**config.mk**
```make
export PLATFORM = sky130hd
export DESIGN_NAME = debounce_edge
export DESIGN_NICKNAME = d
export VERILOG_FILES = /design/src/rtl/debounce_edge.sv
export SDC_FILE = /design/constraint.sdc
export NUM_CORES = 1
export LEC_CHECK = 0
export CAP_MARGIN = 20
export CORE_ASPECT_RATIO = 0.7
export CORE_MARGIN = 5
export CORE_UTILIZATION = 40
export DETAILED_ROUTE_END_ITERATION = 10
export SYNTH_ARGS = -nofsm -noshare
export SYNTH_HDL_FRONTEND = slang
export SYNTH_SLANG_ARGS = --single-unit
```
**constraint.sdc**
```tcl
create_clock -name clk -period 5.31 [get_ports clk]
set_clock_uncertainty 0.2 [all_clocks]
set_input_delay 0.531 -clock clk [delete_from_list [all_inputs] [get_ports clk]]
set_output_delay 0.531 -clock clk [all_outputs]
set_load 0.05 [all_outputs]
```
**src/rtl/debounce_edge.sv**
```systemverilog
// Resynchronizes an asynchronous level, accepts it after STABLE_CYCLES steady
// cycles, and emits the clean level, rise/fall pulses and a transition count.
module debounce_edge #(
    parameter int STABLE_CYCLES = 4,
    parameter int CNT_W         = 8
) (
    input  logic             clk,
    input  logic             rst_n,
    input  logic             d,
    input  logic             clr_cnt,
    output logic             q,
    output logic             rise,
    output logic             fall,
    output logic [CNT_W-1:0] edge_cnt
);

    localparam int CW = $clog2(STABLE_CYCLES + 1);
    localparam logic [CW-1:0] LAST = CW'(STABLE_CYCLES - 1);

    typedef enum logic {STABLE, PENDING} state_t;

    logic          s1, s2;
    state_t        state, state_nx;
    logic [CW-1:0] cnt, cnt_nx;
    logic          accept;

    // Two-flop synchronizer; only s2 is trusted downstream
    always_ff @(posedge clk or negedge rst_n) begin
        if (!rst_n) begin
            s1 <= 1'b0;
            s2 <= 1'b0;
        end else begin
            s1 <= d;
            s2 <= s1;
        end
    end

    // cnt holds the number of mismatched cycles already seen, so the first
    // mismatch observed in STABLE counts as one; with a single required cycle
    // that first mismatch is itself the acceptance.
    always_comb begin
        state_nx = state;
        cnt_nx   = cnt;
        accept   = 1'b0;
        case (state)
            STABLE: begin
                cnt_nx = '0;
                if (s2 != q) begin
                    if (STABLE_CYCLES == 1) begin
                        accept = 1'b1;
                    end else begin
                        state_nx = PENDING;
                        cnt_nx   = CW'(1);
                    end
                end
            end
            PENDING: begin
                if (s2 == q) begin
                    state_nx = STABLE;
                    cnt_nx   = '0;
                end else if (cnt == LAST) begin
                    accept   = 1'b1;
                    state_nx = STABLE;
                    cnt_nx   = '0;
                end else begin
                    cnt_nx = cnt + CW'(1);
                end
            end
            default: begin
                state_nx = STABLE;
                cnt_nx   = '0;
            end
        endcase
    end

    always_ff @(posedge clk or negedge rst_n) begin
        if (!rst_n) begin
            state <= STABLE;
            cnt   <= '0;
        end else begin
            state <= state_nx;
            cnt   <= cnt_nx;
        end
    end

    // Registered outputs: level, single-cycle pulses, transition counter
    always_ff @(posedge clk or negedge rst_n) begin
        if (!rst_n) begin
            q        <= 1'b0;
            rise     <= 1'b0;
            fall     <= 1'b0;
            edge_cnt <= '0;
        end else begin
            rise <= accept & s2;
            fall <= accept & ~s2;
            if (accept) begin
                q <= s2;
            end
            if (clr_cnt) begin
                edge_cnt <= '0;
            end else if (accept) begin
                edge_cnt <= edge_cnt + CNT_W'(1);
            end
        end
    end

endmodule

```
* Word-level counts from Yosys, hierarchy flattened
Cells that the tools add are included.
** Storage, ports and cells
- Memories kept :: 0
- Memory bits (read-only) :: 0
- Logic and storage cells :: 31
- Bits in writable memories :: 0
- Flip-flop bits (word level) :: 17
- Input bits :: 4
- Latch bits :: 0
** Operators by class
- Equal/unequal tests :: 3
- Shifts and indexed selects :: 0
- $lt $le $gt $ge :: 0
- Bitwise operators :: 4
- $mul :: 0
- Reductions and logical operators :: 1
- Mux-type cells :: 13
- Add/subtract/negate cells :: 2
- Div/mod/pow operators :: 0
** Operators by type and width (number)
- $mux 8 :: 2
- $add 8x1->8 const B :: 1
- $mux 1 :: 7
- $mux 3 :: 2
- $pmux 3 s2 :: 1
- $add 3x1->3 const B :: 1
- $eq 3x2->1 const B :: 1
- $and 1x1->1 :: 2
- $not 1->1 :: 2
- $pmux 1 s2 :: 1
- $reduce_bool 2->1 :: 1
- $eq 1x1->1 :: 1
- $ne 1x1->1 :: 1

* Depth between registers and ports, before layout
- Depth in word-level cells :: 6
- Mapped depth :: 5
- Depth with buffers taken out :: 4

* Worst setup path after synthesis
Ideal clock, no wire load.
- Path kind :: reg2reg
- From :: register q
- To :: register edge_cnt[5]
- Cell stages (with the launch flop) :: 5
- Buffers on the path :: 1
- Data required time :: 4.982 ns
- Slack :: 3.316 ns
- Data arrival time :: 1.667 ns
- Path through :: dfrtp_1 > xnor2_1 > buf_6 > nor4_4 > mux2_1
** On the way
- Word-level cells in the longest chain between the ends :: 4
** RTL lines
- start: declaration :: line 11 : output logic q,
- start signal: assignment :: line 89 : q <= 1'b0;
- start signal: assignment :: line 97 : q <= s2;
- $eq 1x1->1 :: line 58 : if (s2 == q) begin
- $mux 1 :: line 58
- $mux 1 :: line 45 : case (state)
- $reduce_bool 2->1 (no source line)
- end signal: assignment :: line 102 : edge_cnt <= edge_cnt + CNT_W'(1);
- end: declaration :: line 14 : output logic [CNT_W-1:0] edge_cnt
Every way passes these cells.
A chain may end at the register's enable or synchronous reset.

* Final worst setup path
- From :: register q
- To :: output port q
No word-level cell between the ends.

==> results.cfg <==
[run_status]
status = completed

[worst_setup_path]
arrival_ns = 1.59
end_kind = output pin
critPathMaxFanout = 6
cp-start-kind = flop
reg2reg_slack_ns = 3.23
cp-startpoint = q
crit_buf_inv = 1
criticalPathCategory = flop to output pin
cp_top_family = buffers and inverters
ff2ff_path_depth = 3
r2r-end = edge_cnt[7]
required_ns = 4.58
max_stage_delay_ns = 0.84
rr_startpoint = q
cp_cell_sequence = clkdlybuf4s50_1
crit_slowest_cell = clkdlybuf4s50_1

[clocking]
htreeDepth = 1
numCtsBuffers = 3
root_buffer = clkbuf_4
cts_hold_buf = 0
clkLatencyLatePin_ns = 0.29
path_clk_slew_ns = 0.10
postCtsSetupBuffers = 0
clockBufferDepth = 2
cts_tree = done
postCtsResizedCells = 0
cts.sinks = 17

[layout]
multi_input_area_um2 = 330.3
final_layout_size_suffix_gt1_frac = 0.08434
layout_common_cells = dfrtp_1 (17), clkdlybuf4s50_1 (14), a21oi_1 (6), o21ai_0 (4)
post-route-util = 0.5148
nFillCells = 177
nets = 90
syn_to_final_growth_pct = 22.47
seq_area_um2 = 425.4
layout_commonest_cell = dfrtp_1
insertedDiodeCount = 0
instances_no_fill = 105

[synth]
synth_flop_cell = dfrtp_1
synthesis.area_um2 = 779.5
syn_avg_cell_area_um2 = 11.46
yosysSeqAreaShare = 0.5457
synth_cells = 68
synth_nets = 74
ys_ff_latch = 17
yosysWarningCount = 0
synth_edf_count = 0
ys_types = 28
synthArstFlopShare = 1.000

[sta]
min_period_ns = 2.317
tns_ns = 0
fin_ws_ns = 2.993
relSlewSlack = 0.3283
tightest_slew_ns = 1.000
finalMaxSlewViolations = 0
max_freq_mhz = 431.6
rsz0062_at_grt = false
finalCritPeriodShare = 0.4364
setup_viol = 0
hold_viol = 0

[global_routing]
gr-total-overflow = 0
grt_pass1_vias = 532
track_usage = 0.1128
antenna_found_initial = 0
grt_pass1_wl_um = 2532
grt_max_degree = 18

[die]
pin_count = 15
num_rows = 13
chipHeight_um = 46.94
fp.dieW_um = 62.76
die_area_um2 = 2946
coreArea_um2 = 1854
start_util = 0.4204

[placement]
place.gp.congestion = 0.6649
dpl.hpwl_um = 1059
io_buffers = 14
dp_worst_setup_slack_ns = 3.248
dp.cells = 101

[pwr]
p_leak_nw = 0.3841
total_power_mw = 0.3130
power_density_nw_per_um2 = 327.9
ir_drop_mv = 0.2049

[route]
viasPerCell = 5.324
wl_um = 1454
first_pass_iters = 4
drt_iter0_drc = 13
wire_per_inst_um = 13.85
drc = 0
num_vias = 559
antenna_left = 0

[min_path]
hold_start = s1
worstHoldPathCells = 0
hold_end = s2
min_path_type = flop to flop

[flow_run]
maxCapViolations = 0
layer usage:
metal | vias up | wire length [um] | global-route usage
li1 | 284 | - | -
met1 | 260 | 754 | 0.1551
met2 | 13 | 610 | 0.1632
met3 | 2 | 76 | 0.04545
met4 | 0 | 12 | 0.03814
met5 | - | 0 | 0
per-stage QoR:
| stage | hold WS [ns] | area, um2 |
|---|---|---|
| floorplan | 0.03541 | 779.5 |
| global placement | 0.1346 | 927.1 |
| detailed placement | 0.1397 | 927.1 |
| CTS | 0.1629 | 954.7 |
| global route | 0.1799 | 954.7 |
| finish | 0.1602 | 954.7 |
cells in the mapped netlist (2+ instances only):
cell type,instances,area (um2)
nand2_1,3,11.26
nor2_1,3,11.26
o21ai_0,4,20.02
mux2_2,2,22.52
or4_1,3,22.52
o31ai_1,3,22.52
nor2b_1,2,12.51
dfrtp_1,17,425.4
nand3_1,2,10.01
nand4_1,2,12.51
nor3b_1,3,22.52
a21oi_1,6,30.03
or3_1,2,12.51
ha_1,2,25.02
final cells by class:
cell class | count | share of cell area
clock buffers | 3 | 0.02359
clock inverters | 1 | 0.005242
inverters | 1 | 0.003932
multi-input cells | 47 | 0.3460
flip-flops and latches | 17 | 0.4456
well taps | 22 | 0.02883
repair buffers | 14 | 0.1468
sequential cells by signal (all words and copies together), names as in the netlist:
register and count:
edge_cnt 8, cnt 3, s2 1, s1 1, rise 1, q 1
state 1, fall 1
logic make-up (layout without fill, tap and decap cells):
family          after synthesis  after routing  synth area share
simple gates                 26             26            0.2231
flops                        17             17            0.5457
compound gates               14             14            0.1027
buf+inv                       4             19           0.03048
mux                           3              3           0.04334
fa+ha+maj                     2              2           0.03210
xor+xnor                      2              2           0.02248
where the power goes:
part / internal [mW] / switching (mW)
sequential: 0.146 / 0.0144
clock: 0.0280 / 0.0397
combinational: 0.0292 / 0.0557
how the worst max path moves through the flow:
stage | to | cells after the start
final | q | 1
after global routing | edge_cnt[2] | 1
after CTS | edge_cnt[2] | 1
after detailed placement | edge_cnt[7] | 4
after global placement | edge_cnt[0] | 1
after floorplan | edge_cnt[5] | 4
No activity file was read; power rests on OpenSTA's default activity.
